<file path="config.mk">
export PLATFORM = sky130hd
export DESIGN_NAME = blob_centroid_acc
export DESIGN_NICKNAME = d
export VERILOG_FILES = /design/src/rtl/blob_centroid_acc.sv
export SDC_FILE = /design/constraint.sdc
export NUM_CORES = 1
export LEC_CHECK = 0
export ABC_AREA = 1
export CAP_MARGIN = 25
export CORE_ASPECT_RATIO = 0.5
export CORE_MARGIN = 3
export CORE_UTILIZATION = 35
export DETAILED_ROUTE_END_ITERATION = 10
export PLACE_DENSITY = 0.65
export SETUP_SLACK_MARGIN = 0.1
export SLEW_MARGIN = 20
export SYNTH_ARGS = -nofsm -noshare
export SYNTH_HDL_FRONTEND = slang
export SYNTH_SLANG_ARGS = --single-unit
</file>
<file path="constraint.sdc">
create_clock -name clk -period 7.4 [get_ports clk]
set_input_delay 1.48 -clock clk [delete_from_list [all_inputs] [get_ports clk]]
set_output_delay 1.48 -clock clk [all_outputs]
set_load 0.01 [all_outputs]
</file>
<file path="src/rtl/blob_centroid_acc.sv">
// blob_centroid_acc: thresholds snooped subtracted-pixel words and accumulates per-frame foreground count, centroid sums and bounding box.
module blob_centroid_acc #(
  parameter int          IMG_W  = 320,
  parameter int          IMG_H  = 240,
  parameter logic [7:0]  THRESH = 8'd40,
  parameter int          ADDR_W = 13
) (
  input  logic              clk,
  input  logic              rst_n,
  input  logic              writeEn,
  input  logic [ADDR_W-1:0] writeAddress,
  input  logic [127:0]      subtractedPixel,
  input  logic [2:0]        currentFrame,
  output logic              res_valid,
  output logic [2:0]        res_frame,
  output logic [16:0]       fg_count,
  output logic [31:0]       sum_x,
  output logic [31:0]       sum_y,
  output logic [8:0]        bbox_xmin,
  output logic [8:0]        bbox_xmax,
  output logic [7:0]        bbox_ymin,
  output logic [7:0]        bbox_ymax,
  output logic              blob_found,
  output logic              seq_err
);
  localparam int COLS = IMG_W / 16;
  localparam logic [ADDR_W-1:0] LAST = ADDR_W'(COLS * IMG_H - 1);
  localparam int CW = COLS > 1 ? $clog2(COLS) : 1;
  localparam int RW = IMG_H > 1 ? $clog2(IMG_H) : 1;
  typedef enum logic [1:0] {IDLE, ACCUM, DONE} state_t;
  state_t state, state_nx;
  logic [ADDR_W-1:0] exp_addr;
  logic [CW-1:0] col, wcol, col_nx;
  logic [RW-1:0] row, wrow, row_nx;
  logic [2:0] frame;
  logic start, hit, take, is_last, seq_nx;
  always_comb begin
    start    = writeEn && writeAddress == '0;
    hit      = writeEn && state == ACCUM && writeAddress == exp_addr;
    seq_nx   = writeEn && state == ACCUM && writeAddress != exp_addr;
    take     = start || hit;
    is_last  = writeAddress == LAST;
    state_nx = take ? (is_last ? DONE : ACCUM) : seq_nx ? IDLE : state == DONE ? IDLE : state;
    wcol     = start ? '0 : col;
    wrow     = start ? '0 : row;
    col_nx   = wcol == CW'(COLS - 1) ? '0 : wcol + 1'b1;
    row_nx   = wcol == CW'(COLS - 1) ? wrow + 1'b1 : wrow;
  end
  always_ff @(posedge clk or negedge rst_n)
    if (!rst_n) begin
      state    <= IDLE;
      exp_addr <= '0;
      col      <= '0;
      row      <= '0;
      frame    <= '0;
      seq_err  <= 1'b0;
    end else begin
      state   <= state_nx;
      seq_err <= seq_nx;
      if (take) begin
        exp_addr <= writeAddress + 1'b1;
        col      <= col_nx;
        row      <= row_nx;
      end
      if (start) frame <= currentFrame;
    end
  logic [4:0] pop;
  logic [6:0] lsum;
  logic [3:0] lmin, lmax;
  always_comb begin
    pop  = '0;
    lsum = '0;
    lmin = '0;
    lmax = '0;
    for (int i = 0; i < 16; i++)
      if (subtractedPixel[127-8*i -: 8] > THRESH) begin
        if (pop == '0) lmin = 4'(i);
        lmax = 4'(i);
        pop  = pop + 1'b1;
        lsum = lsum + 7'(i);
      end
  end
  logic v1, first1, last1;
  logic [4:0] pop1;
  logic [6:0] lsum1;
  logic [3:0] lmin1, lmax1;
  logic [CW-1:0] col1;
  logic [RW-1:0] row1;
  logic [2:0] frame1;
  always_ff @(posedge clk or negedge rst_n)
    if (!rst_n) begin
      v1     <= 1'b0;
      first1 <= 1'b0;
      last1  <= 1'b0;
      pop1   <= '0;
      lsum1  <= '0;
      lmin1  <= '0;
      lmax1  <= '0;
      col1   <= '0;
      row1   <= '0;
      frame1 <= '0;
    end else begin
      v1 <= take;
      if (take) begin
        first1 <= start;
        last1  <= is_last;
        pop1   <= pop;
        lsum1  <= lsum;
        lmin1  <= lmin;
        lmax1  <= lmax;
        col1   <= wcol;
        row1   <= wrow;
        frame1 <= start ? currentFrame : frame;
      end
    end
  // first1 restarts the accumulators in place, so an aborted partial frame never needs an explicit flush
  logic [16:0] acc_cnt, base_cnt;
  logic [31:0] acc_sx, acc_sy, base_sx, base_sy;
  logic [8:0] acc_xmin, acc_xmax, xlo, xhi;
  logic [7:0] acc_ymin, acc_ymax;
  logic [2:0] acc_frame;
  logic acc_last;
  always_comb begin
    base_cnt = first1 ? '0 : acc_cnt;
    base_sx  = first1 ? '0 : acc_sx;
    base_sy  = first1 ? '0 : acc_sy;
    xlo      = 9'(col1) * 9'd16 + 9'(lmin1);
    xhi      = 9'(col1) * 9'd16 + 9'(lmax1);
  end
  always_ff @(posedge clk or negedge rst_n)
    if (!rst_n) begin
      acc_cnt   <= '0;
      acc_sx    <= '0;
      acc_sy    <= '0;
      acc_xmin  <= '0;
      acc_xmax  <= '0;
      acc_ymin  <= '0;
      acc_ymax  <= '0;
      acc_frame <= '0;
      acc_last  <= 1'b0;
    end else begin
      acc_last <= v1 && last1;
      if (v1) begin
        acc_cnt   <= base_cnt + 17'(pop1);
        acc_sx    <= base_sx + 32'(pop1) * 32'(col1) * 32'd16 + 32'(lsum1);
        acc_sy    <= base_sy + 32'(pop1) * 32'(row1);
        acc_frame <= frame1;
        if (pop1 != '0) begin
          if (base_cnt == '0 || xlo < acc_xmin) acc_xmin <= xlo;
          if (base_cnt == '0 || xhi > acc_xmax) acc_xmax <= xhi;
          if (base_cnt == '0) acc_ymin <= 8'(row1);
          acc_ymax <= 8'(row1);
        end
      end
    end
  // snapshot stage: the next frame may overwrite the accumulators on the same edge the result is captured
  logic stg_v;
  logic [16:0] stg_cnt;
  logic [31:0] stg_sx, stg_sy;
  logic [8:0] stg_xmin, stg_xmax;
  logic [7:0] stg_ymin, stg_ymax;
  logic [2:0] stg_frame;
  always_ff @(posedge clk or negedge rst_n)
    if (!rst_n) begin
      stg_v     <= 1'b0;
      stg_cnt   <= '0;
      stg_sx    <= '0;
      stg_sy    <= '0;
      stg_xmin  <= '0;
      stg_xmax  <= '0;
      stg_ymin  <= '0;
      stg_ymax  <= '0;
      stg_frame <= '0;
    end else begin
      stg_v <= acc_last;
      if (acc_last) begin
        stg_cnt   <= acc_cnt;
        stg_sx    <= acc_sx;
        stg_sy    <= acc_sy;
        stg_xmin  <= acc_cnt == '0 ? '0 : acc_xmin;
        stg_xmax  <= acc_cnt == '0 ? '0 : acc_xmax;
        stg_ymin  <= acc_cnt == '0 ? '0 : acc_ymin;
        stg_ymax  <= acc_cnt == '0 ? '0 : acc_ymax;
        stg_frame <= acc_frame;
      end
    end
  always_ff @(posedge clk or negedge rst_n)
    if (!rst_n) begin
      res_valid  <= 1'b0;
      res_frame  <= '0;
      fg_count   <= '0;
      sum_x      <= '0;
      sum_y      <= '0;
      bbox_xmin  <= '0;
      bbox_xmax  <= '0;
      bbox_ymin  <= '0;
      bbox_ymax  <= '0;
      blob_found <= 1'b0;
    end else begin
      res_valid <= stg_v;
      if (stg_v) begin
        res_frame  <= stg_frame;
        fg_count   <= stg_cnt;
        sum_x      <= stg_sx;
        sum_y      <= stg_sy;
        bbox_xmin  <= stg_xmin;
        bbox_xmax  <= stg_xmax;
        bbox_ymin  <= stg_ymin;
        bbox_ymax  <= stg_ymax;
        blob_found <= stg_cnt != '0;
      end
    end
endmodule

</file>
==> key figures, run 1 <==
Power and ir drop
  – Peak supply drop: ~0.22 mV
  – Leak Pwr: about 0.016 uW
  – Pwr per Cell Area: between 200 and 300 mW/mm2

Die
  – Total number of placement rows: slightly below 70
  – Initial standard-cell utilization of the core: 0.3565
  – Total Die Area: about 0.076 mm2
  – Vertical extent of the die: 196.9 um
  – Core footprint: a little over 0.07 mm2
  – Boundary pin count: approximately 270
  – Horiz. Die Dim: ~390 um

Logic synthesis
  – Number of enable flip-flop cells after synthesis: 0
  – Async SR Flop Fraction: 1.000
  – Multiplexer fraction of the synthesized cell area: 0.0004413
  – Compound-gate portion of the synthesized area: 0.09989
  – Post-Syn Area per Cell: 7.822 um2
  – Main combinational cell family by area after synthesis: simple AND/OR/NAND/NOR gates
  – Synthesized cell area: approximately 0.026 mm2
  – Adder-cell share of the synthesized area: 0.1014
  – Flops & latches, synth: between 400 and 500
  – Seq/Total Area, Yosys: 0.4207
  – Post-synthesis xor/xnor area fraction: 0.04036
  – Cell variety after synth: between 50 and 60
  – Mapped Nets: 3,590
  – Synth Area in Simple Gates: 0.2409
  – Dominant register cell in the synthesized netlist: dfrtp_1
  – Synthesized instance count: 3,262
  – Yosys warnings: 0

Placed design
  – Port buffer count: 267
  – Setup slack after placement: -2717 ps
  – Final Wtd Congestion: about 0.85
  – Placed instance area: 0.03002 mm2
  – Detailed placement HPWL: 45,360 um

Timing
  – Final Hold Viols: 0
  – Fin worst setup slack: -1464 ps
  – # setup viols final: 8
  – Tightest Pin Transition: around 970 ps
  – Fin Clk Skew: approximately 34 ps
  – Final critical path time including I/O delays and setup: just under 9000 ps
  – Final worst path period share: 1.198
  – Upper clock frequency limit: around 110 MHz
  – Worst rel slew slack: 0.3539
  – Setup repair after global routing missed its margin: true
  – Final slew viol count: 0
  – Setup TNS Final: -11,100 ps

Clock tree
  – Insertion delay to the later sink of the worst-skew pair: slightly below 600 ps
  – Number of buffers inserted during clock tree synthesis: 44
  – Buffer levels on the longest clock path: 3
  – Root buf cell: clkbuf_16
  – Number of sinks handled by clock tree synthesis: 429
  – TritonCTS clock tree: done
  – CTS Hold Buffers Added: 0
  – Number of H-tree levels: 2
  – Clock transition at the register clock pins on the worst setup and hold paths after CTS: 60 ps

Outcome
  – Run status: finished with violations
  – Failing checks: negative setup slack

Detailed routing
  – DRC violation count after routing: 0
  – Number of detailed-route iterations in the first pass: 6
  – Routed wire per std cell: approximately 13 um
  – Post-detailed-routing wire length: about 62,000 um
  – Iteration-0 DRC Markers: ~1.4k
  – Remaining antenna violation count after routing: 0
  – Via density per instance: about 4.7
  – Vias post-DR: ~22k

Critical path
  – Worst Setup End Kind: register
  – Setup slack, reg-to-reg: 1020 ps
  – Kind of critical path: input pin to register
  – Type of element launching the critical path: input pin
  – Required time of the critical path: 7870 ps
  – Delay of the slowest cell on the worst path: roughly 460 ps
  – Critical path's most frequent cell: nand2_4
  – Top fanout value on the critical path: 3
  – CP max stage cell: clkdlybuf4s50_1
  – Worst EP arrival: a little over 9000 ps

Cells and area
  – Final antenna diode count: 0
  – Highest-count cells in the layout ignoring fill and taps: 805 x nand2_1, 510 x inv_1, 427 x dfrtp_1, 290 x o21ai_0, 251 x clkdlybuf4s50_1
  – Share of the core filled with cells: 0.4487
  – Area overhead of the layout relative to synthesis: 25.86%
  – Most common cell after layout, fill and taps aside: nand2_1
  – # nets final: between 3k and 4k
  – Non-Filler Cell Area, Final: 0.03211 mm2
  – Fraction of final layout cells with drive strength greater than 1: 0.1054

Global routing
  – Remaining Overflow, GRT: 0
  – Number of global-route vias before repair: between 20k and 25k
  – Gr usage total: 0.1608
  – Largest net degree at the start of global routing: 153
  – Initial antenna violation count: 0
  – Wire length of the first global-routing pass: around 100,000 um

Run
  – Max-cap violations: 0

Worst hold path
  – Worst min path class: register to register
-- Yosys cell counts (all sizes together) (8+ instances only) --
| cell type | number | area share |
|---|---|---|
| nand2 | 873 | 0.14 |
| inv | 536 | 0.079 |
| dfrtp | 429 | 0.42 |
| o21ai | 301 | 0.059 |
| nor2 | 238 | 0.035 |
| nand3 | 173 | 0.036 |
| ha | 138 | 0.068 |
| xor2 | 89 | 0.031 |
| clkbuf | 88 | 0.013 |
| a21oi | 87 | 0.018 |
| nand4 | 52 | 0.013 |
| fa | 43 | 0.034 |
| nor4 | 29 | 0.0071 |
| xnor2 | 26 | 0.0089 |
| nor3 | 25 | 0.0049 |
| o22ai | 19 | 0.0047 |
| buf | 18 | 0.0035 |
| or2 | 16 | 0.0039 |
| o211ai | 11 | 0.0032 |
| a31oi | 10 | 0.0025 |
| nand3b | 10 | 0.0029 |
| o31ai | 9 | 0.0026 |
| o21a | 8 | 0.0024 |
-- through the flow --
step / cells / hold WS (ps) / total power [uW]
6_report: 4611 / 467.8 / 8070
5_1_grt: 4611 / 498.5 / 8707
4_1_cts: 4597 / 472.2 / 7933
3_5_place_dp: 4497 / 457.8 / 5493
3_3_place_gp: 4497 / 454.8 / 5393
2_1_floorplan: 3262 / 351.9 / 4548
-- state kept, by name, summed over array words and instances (netlist names), 9 cells and up --
register,cells
acc_sy,32
stg_sx,32
stg_xmin,9
sum_x,32
stg_sy,32
acc_xmin,9
stg_cnt,17
bbox_xmax,9
acc_xmax,9
exp_addr,13
stg_xmax,9
acc_sx,32
sum_y,32
bbox_xmin,9
fg_count,17
acc_cnt,17
-- cell families after synthesis --
group / count (synthesis)
and+or+nand+nor: 1422
buffers and inverters: 645
AOI/OAI and AO/OA: 469
DFF: 429
adders and majority gates: 181
xor gates and xnor gates: 115
muxes: 1
-- worst max-delay path, delay by kind of cell --
kind | cells | cell delay, ps
AOI/OAI and AO/OA | 6 | 860
buffers and inverters | 13 | 1370
adders and majority gates | 12 | 2700
and+or+nand+nor | 27 | 2930
-- report_power, final --
| part | internal (uW) | switching [uW] |
|---|---|---|
| sequential | 2350 | 3.24 |
| clock | 1340 | 954 |
| combinational | 1520 | 1910 |
-- cell type report --
cell class / instances / area [um2]
flip-flops and latches: 429 / 10740
well taps: 958 / 1199
clock buffers: 63 / 1304
fillers: 6889 / 39460
multi-input cells: 2188 / 12700
inverters: 539 / 2046
clock inverters: 16 / 202.7
repair buffers: 418 / 3921
-- layer usage --
| metal | up-vias | global-route usage | share of wire |
|---|---|---|---|
| met3 | 76 | 0.01739 | 0.029 |
| met2 | 307 | 0.2846 | 0.49 |
| met4 | 0 | 0.03861 | 0.018 |
| li1 | 11030 | - | - |
| met1 | 10380 | 0.2121 | 0.46 |
| met5 | - | 0 | 0 |
-- worst paths after layout --
kind,to,cells past startpoint,from
max,pop1[4]$_DFFE_PN0P_,58,subtractedPixel[125]
min,sum_x[25]$_DFFE_PN0P_,2,sum_x[25]$_DFFE_PN0P_
max reg2reg,acc_sx[26]$_DFFE_PN0P_,23,pop1[2]$_DFFE_PN0P_
min reg2reg,sum_x[25]$_DFFE_PN0P_,2,sum_x[25]$_DFFE_PN0P_
max in group asynchronous,acc_last$_DFF_PN0_,3,rst_n
min in group asynchronous,stg_sx[24]$_DFFE_PN0P_,1,rst_n
-- repair_timing --
| action | in CTS | in global routing |
|---|---|---|
| pin swaps | 45 | 44 |
| gates resized for setup | 40 | 40 |
| setup endpoints to repair | 8 | 12 |
| hold endpoints to repair | 0 | 0 |
| buffers inserted | 21 | 9 |
(Power assumes the default switching activity.)
==> inputs of run 2 (changes only) <==
==> constraint.sdc (replaced) <==
create_clock -name clk -period 8.6 [get_ports clk]
set_input_delay 1.72 -clock clk [delete_from_list [all_inputs] [get_ports clk]]
set_output_delay 1.72 -clock clk [all_outputs]
set_load 0.01 [all_outputs]
==> run 2 against run 1 <==
Effect of this change: the flow still finishes with violations (negative setup slack); clock skew shrank 24 ps; register-to-register slack gained 1100 ps; sequential cell count is the same; count of clock-buffer cells in the layout grew 2.
==> key figures, run 2 (synthesis results as in run 1) <==
Outcome
  – Run status: finished with violations
  – Failing checks: negative setup slack

Critical path
  – Setup slack, reg-to-reg: ~2200 ps
  – Critical path's most frequent cell: nand2_4
  – Kind of critical path: input pin to register
  – Delay of the slowest cell on the worst path: roughly 280 ps
  – Worst Setup End Kind: register
  – Worst EP arrival: ~9700 ps
  – CP max stage cell: o31a_1
  – Top fanout value on the critical path: 4
  – Required time of the critical path: about 9100 ps
  – Type of element launching the critical path: input pin

Placed design
  – Final Wtd Congestion: just over 0.8
  – Port buffer count: 267
  – Placed insts: about 4.5k
  – Detailed placement HPWL: about 45,000 um

Global routing
  – Number of global-route vias before repair: about 21k
  – Initial antenna violation count: 0
  – Wire length of the first global-routing pass: 104,500 um
  – Largest net degree at the start of global routing: 163
  – Remaining Overflow, GRT: 0
  – Gr usage total: 0.1599

Power and ir drop
  – Peak supply drop: approximately 0.16 mV
  – Leak Pwr: 0.01573 uW
  – Pwr per Cell Area: approximately 220 mW/mm2

Cells and area
  – Highest-count cells in the layout ignoring fill and taps: 796 x nand2_1, 507 x inv_1, 427 x dfrtp_1, 292 x o21ai_0, 251 x clkdlybuf4s50_1
  – FILL cells: 6,999
  – Fraction of final layout cells with drive strength greater than 1: 0.09900
  – # nets final: just under 4k
  – Most common cell after layout, fill and taps aside: nand2_1
  – Final antenna diode count: 0
  – Share of the core filled with cells: 0.4454
  – Flip-flop and latch area: ~0.011 mm2
  – Area overhead of the layout relative to synthesis: 24.92%
  – Multi-input gate area: 0.01283 mm2
  – Final std cells w/o fill: 4,564

Die
  – Vertical extent of the die: between 150 and 200 um
  – Total number of placement rows: between 60 and 70
  – Boundary pin count: between 200 and 300
  – Initial standard-cell utilization of the core: 0.3565
  – Core footprint: a little over 0.07 mm2
  – Horiz. Die Dim: 387.8 um
  – Total Die Area: approximately 0.076 mm2

Timing
  – Setup repair after global routing missed its margin: true
  – Final critical path time including I/O delays and setup: around 9000 ps
  – Final worst path period share: 1.068
  – Final slew viol count: 0
  – Worst rel slew slack: 0.3699
  – # setup viols final: 8
  – Fin Clk Skew: ~10 ps
  – Final Hold Viols: 0
  – Upper clock frequency limit: 108.9 MHz
  – Tightest Pin Transition: 945.1 ps
  – Fin worst setup slack: -586.7 ps

Detailed routing
  – Iteration-0 DRC Markers: 1,375
  – Number of detailed-route iterations in the first pass: 5
  – Remaining antenna violation count after routing: 0
  – Post-detailed-routing wire length: approximately 62,000 um
  – Vias post-DR: 21.61k
  – Routed wire per std cell: around 14 um
  – Via density per instance: approximately 4.7
  – DRC violation count after routing: 0

Clock tree
  – Clock transition at the register clock pins on the worst setup and hold paths after CTS: 60 ps
  – TritonCTS clock tree: done
  – Number of sinks handled by clock tree synthesis: between 400 and 500
  – Number of H-tree levels: 2
  – Number of buffers inserted during clock tree synthesis: 44
  – Insertion delay to the later sink of the worst-skew pair: 560 ps
  – Root buf cell: clkbuf_16
  – Buffer levels on the longest clock path: 3

Run
  – Max-cap violations: 0

Worst hold path
  – Worst min path class: register to register
==> run 2: changes by cell type in the layout (fill, tap and decap cells not counted), sizes merged <==
cell / delta
buf: -46
clkinv: -3
clkbuf: +2
clkinvlp: -2
bufinv: +1
dlygate4sd2: +1
dlymetal6s2s: -1
inv: +1
==> run 2: worst max-delay path, delay by kind of cell <==
| kind | cells | cell delay (ps) |
|---|---|---|
| AO/OA/AOI/OAI | 8 | 1360 |
| adder cells (fa/ha/maj) | 13 | 2840 |
| buffers and inverters | 13 | 910 |
| AND/OR/NAND/NOR | 24 | 2830 |
==> run 2: worst paths after layout <==
path                                      start                      to  cells after the start
setup / recovery           subtractedPixel[120]    lmin1[1]$_DFFE_PN0P_                     58
hold / removal                last1$_DFFE_PN0P_      acc_last$_DFF_PN0_                      2
setup reg to reg            pop1[1]$_DFFE_PN0P_  acc_sx[26]$_DFFE_PN0P_                     23
hold reg to reg               last1$_DFFE_PN0P_      acc_last$_DFF_PN0_                      2
max in group asynchronous                 rst_n   stg_sy[2]$_DFFE_PN0P_                      3
min in group asynchronous                 rst_n   sum_x[24]$_DFFE_PN0P_                      1
==> run 2: cell type report <==
cell class | instances | area share
Tap cell | 958 | 0.03761
Clock buffer | 65 | 0.04145
Sequential cell | 429 | 0.3370
Clock inverter | 13 | 0.006202
Multi-Input combinational cell | 2188 | 0.4025
Timing Repair Buffer | 372 | 0.1110
Inverter | 539 | 0.06426
==> run 2: metrics by stage <==
| step | TNS (ps) | hold slack [ps] | setup WS (ps) | area, um2 | power [uW] |
|---|---|---|---|---|---|
| after CTS | -6670 | 465.7 | -910.4 | 31550 | 6765 |
| after global placement | -11790 | 448.5 | -1592 | 29650 | 4430 |
| after detailed placement | -13530 | 458.0 | -1797 | 29670 | 4511 |
| after floorplan | -8302 | 351.9 | -1156 | 25660 | 3913 |
| final | -3733 | 465.0 | -586.7 | 31870 | 6950 |
| after global routing | -6361 | 497.2 | -900.0 | 31870 | 7468 |
==> run 2: routing by layer <==
metal,vias to the layer above,GRT usage,share of wire
met5,-,0,0
met4,0,0.03308,0.018
met3,71,0.01722,0.033
met2,330,0.2847,0.49
met1,10300,0.2117,0.46
li1,10910,-,-
==> run 2: what timing repair did <==
| item | 4_1_cts | 5_1_grt |
|---|---|---|
| gates resized for setup | 60 | 51 |
| endpoints found under the setup margin | 8 | 8 |
| buffers inserted | 30 | 8 |
| pin swaps | 53 | 50 |
| hold buffers | 0 | 0 |
| endpoints found under the hold margin | 0 | 0 |
==> run 2: report_power, final <==
part | internal [uW] | switching, uW
logic | 1210 | 1710
registers | 2020 | 3.00
clock network | 1190 | 814
==> inputs of run 3 (changes only) <==
--- a/config.mk
+++ b/config.mk
@@ -9,9 +9,9 @@
 export CAP_MARGIN = 25
 export CORE_ASPECT_RATIO = 0.5
 export CORE_MARGIN = 3
-export CORE_UTILIZATION = 35
+export CORE_UTILIZATION = 58
 export DETAILED_ROUTE_END_ITERATION = 10
-export PLACE_DENSITY = 0.65
+export PLACE_DENSITY = 0.92
 export SETUP_SLACK_MARGIN = 0.1
 export SLEW_MARGIN = 20
 export SYNTH_ARGS = -nofsm -noshare
==> run 3 against run 2 <==
Effect of this change: the flow still finishes with violations (negative setup slack); clock power is 11% lower; sequential share of layout area rose by 1.2 points; clock skew is 18 ps higher; sequential cell count stayed put; highest routed layer unchanged; critical path type unchanged; count of clock-buffer cells in the layout down 12; fmax is 4.2% lower.
==> key figures, run 3 (synthesis results as in run 1) <==
Detailed routing
  – Via density per instance: between 5 and 6
  – Routed wire per std cell: between 15 and 20 um
  – Number of detailed-route iterations in the first pass: 8
  – Remaining antenna violation count after routing: 0
  – Iteration-0 DRC Markers: roughly 2.4k
  – DRC violation count after routing: 0
  – Vias post-DR: roughly 23k
  – Post-detailed-routing wire length: approximately 65,000 um

Cells and area
  – Most common cell after layout, fill and taps aside: nand2_1
  – Fraction of final layout cells with drive strength greater than 1: 0.08506
  – Final antenna diode count: 0
  – FILL cells: ~2.8k
  – Area overhead of the layout relative to synthesis: 20.71%
  – # nets final: 3,875
  – Highest-count cells in the layout ignoring fill and taps: 805 x nand2_1, 510 x inv_1, 428 x dfrtp_1, 292 x o21ai_0, 251 x clkdlybuf4s50_1
  – Non-Filler Cell Area, Final: 0.03080 mm2

Power and ir drop
  – Total Power Consumption: between 6000 and 7000 uW
  – Pwr per Cell Area: roughly 210 mW/mm2
  – Leak Pwr: 0.01542 uW
  – Peak supply drop: between 0.2 and 0.25 mV

Critical path
  – Required time of the critical path: around 9000 ps
  – Top fanout value on the critical path: 3
  – Crit path capture: pop1[4]$_DFFE_PN0P_
  – Kind of critical path: input pin to register
  – Worst Setup End Kind: register
  – R2r startpoint: first1$_DFFE_PN0P_
  – Delay of the slowest cell on the worst path: 320 ps
  – Worst r2r dst: acc_sy[30]$_DFFE_PN0P_
  – Critical Path Source: subtractedPixel[120]
  – Worst-case reg-to-reg path depth: 27
  – CP max stage cell: ha_1
  – Worst EP arrival: 10,010 ps
  – Type of element launching the critical path: input pin
  – Setup slack, reg-to-reg: roughly 1800 ps

Global routing
  – Initial antenna violation count: 0
  – Gr usage total: 0.2701
  – Largest net degree at the start of global routing: between 150 and 200
  – Wire length of the first global-routing pass: around 110,000 um
  – Number of global-route vias before repair: approximately 23k
  – Met1 Track Usage GR: 0.3374
  – Grt met2 use: 0.4824
  – Met3 Track Usage GR: 0.03675
  – Most Crowded Layer GR: met2
  – Remaining Overflow, GRT: 0

Clock tree
  – TritonCTS clock tree: done
  – Root buf cell: clkbuf_16
  – Number of sinks handled by clock tree synthesis: 429
  – Insertion delay to the later sink of the worst-skew pair: 560 ps
  – Number of buffers inserted during clock tree synthesis: 40
  – Number of H-tree levels: 2
  – Buffer levels on the longest clock path: 3
  – Clock transition at the register clock pins on the worst setup and hold paths after CTS: 60 ps

Timing
  – Final worst path period share: 1.115
  – Final hold slack: roughly 470 ps
  – Setup repair after global routing missed its margin: true
  – Fin Clk Skew: about 28 ps
  – Final Hold Viols: 0
  – Tightest Pin Transition: between 1000 and 1500 ps
  – # setup viols final: 8
  – Setup TNS Final: -6845 ps
  – Final critical path time including I/O delays and setup: ~9600 ps
  – Final slew viol count: 0
  – Worst rel slew slack: 0.2961
  – Fin worst setup slack: -992.9 ps
  – Upper clock frequency limit: 104.2 MHz

Worst hold path
  – Worst min path class: register to register

Placed design
  – Port buffer count: 267
  – Detailed placement HPWL: 43,540 um
  – Final Wtd Congestion: a little under 0.9
  – Setup slack after placement: -1781 ps
  – Placed instance area: 0.02914 mm2

Die
  – Total number of placement rows: between 50 and 60
  – Total Die Area: about 0.047 mm2
  – Horiz. Die Dim: just over 300 um
  – Core footprint: approximately 0.043 mm2
  – Vertical extent of the die: 154.3 um
  – Boundary pin count: 268
  – Initial standard-cell utilization of the core: 0.5975

Outcome
  – Run status: finished with violations
  – Failing checks: negative setup slack

Run
  – Max-cap violations: 0
==> run 3: power by group <==
part	leakage [uW]	internal (uW)	switching [uW]
Clock	0.000639	991	777
Combinational	0.00891	1100	1670
Sequential	0.00587	2020	3.16
==> run 3: what timing repair did <==
action | CTS | global route
pin swaps | 19 | 27
gates cloned | 0 | 0
resized for setup | 39 | 37
buffers inserted | 14 | 4
endpoints found under the setup margin | 8 | 8
hold buffers | 0 | 0
==> run 3: area by class of cell <==
class                           count  area [um2]  area share
Clock buffer                       53        1132     0.03676
Clock inverter                     16       150.1    0.004875
Inverter                          539        2046     0.06642
Multi-Input combinational cell   2188       12700      0.4123
Sequential cell                   429       10740      0.3487
Tap cell                          577       721.9     0.02344
Timing Repair Buffer              349        3312      0.1075
==> run 3: worst min-delay path by stage <==
stage | from | end | slack (ps) | cells after the start
CTS | sum_x[10]$_DFFE_PN0P_ | sum_x[10]$_DFFE_PN0P_ | 470 | 2
global placement | col[1]$_DFFE_PN0P_ | col[1]$_DFFE_PN0P_ | 460 | 2
detailed placement | sum_x[10]$_DFFE_PN0P_ | sum_x[10]$_DFFE_PN0P_ | 460 | 2
finish | frame1[1]$_DFFE_PN0P_ | acc_frame[1]$_DFFE_PN0P_ | 470 | 2
global route | sum_x[21]$_DFFE_PN0P_ | sum_x[21]$_DFFE_PN0P_ | 500 | 2
floorplan | acc_last$_DFF_PN0_ | stg_v$_DFF_PN0_ | 350 | 0
==> run 3: through the flow <==
| step | cells | utilization |
|---|---|---|
| 2_1_floorplan | 3262 | - |
| 3_3_place_gp | 4065 | 0.6824 |
| 3_5_place_dp | 4065 | 0.6824 |
| 4_1_cts | 4148 | 0.7161 |
| 5_1_grt | 4151 | 0.7212 |
| 6_report | 4151 | 0.7212 |
==> run 3: layer usage <==
layer / wire length (um) / part of all wire
met5: 0 / 0
met2: 32750 / 0.50
met3: 4250 / 0.065
met4: 2288 / 0.035
met1: 25930 / 0.40
==> run 3: worst max-delay path, delay by kind of cell <==
| kind | cells | cell delay, ps |
|---|---|---|
| adders and majority gates | 13 | 3060 |
| buffers and inverters | 11 | 740 |
| and+or+nand+nor | 28 | 3500 |
| AOI/OAI and AO/OA | 6 | 990 |
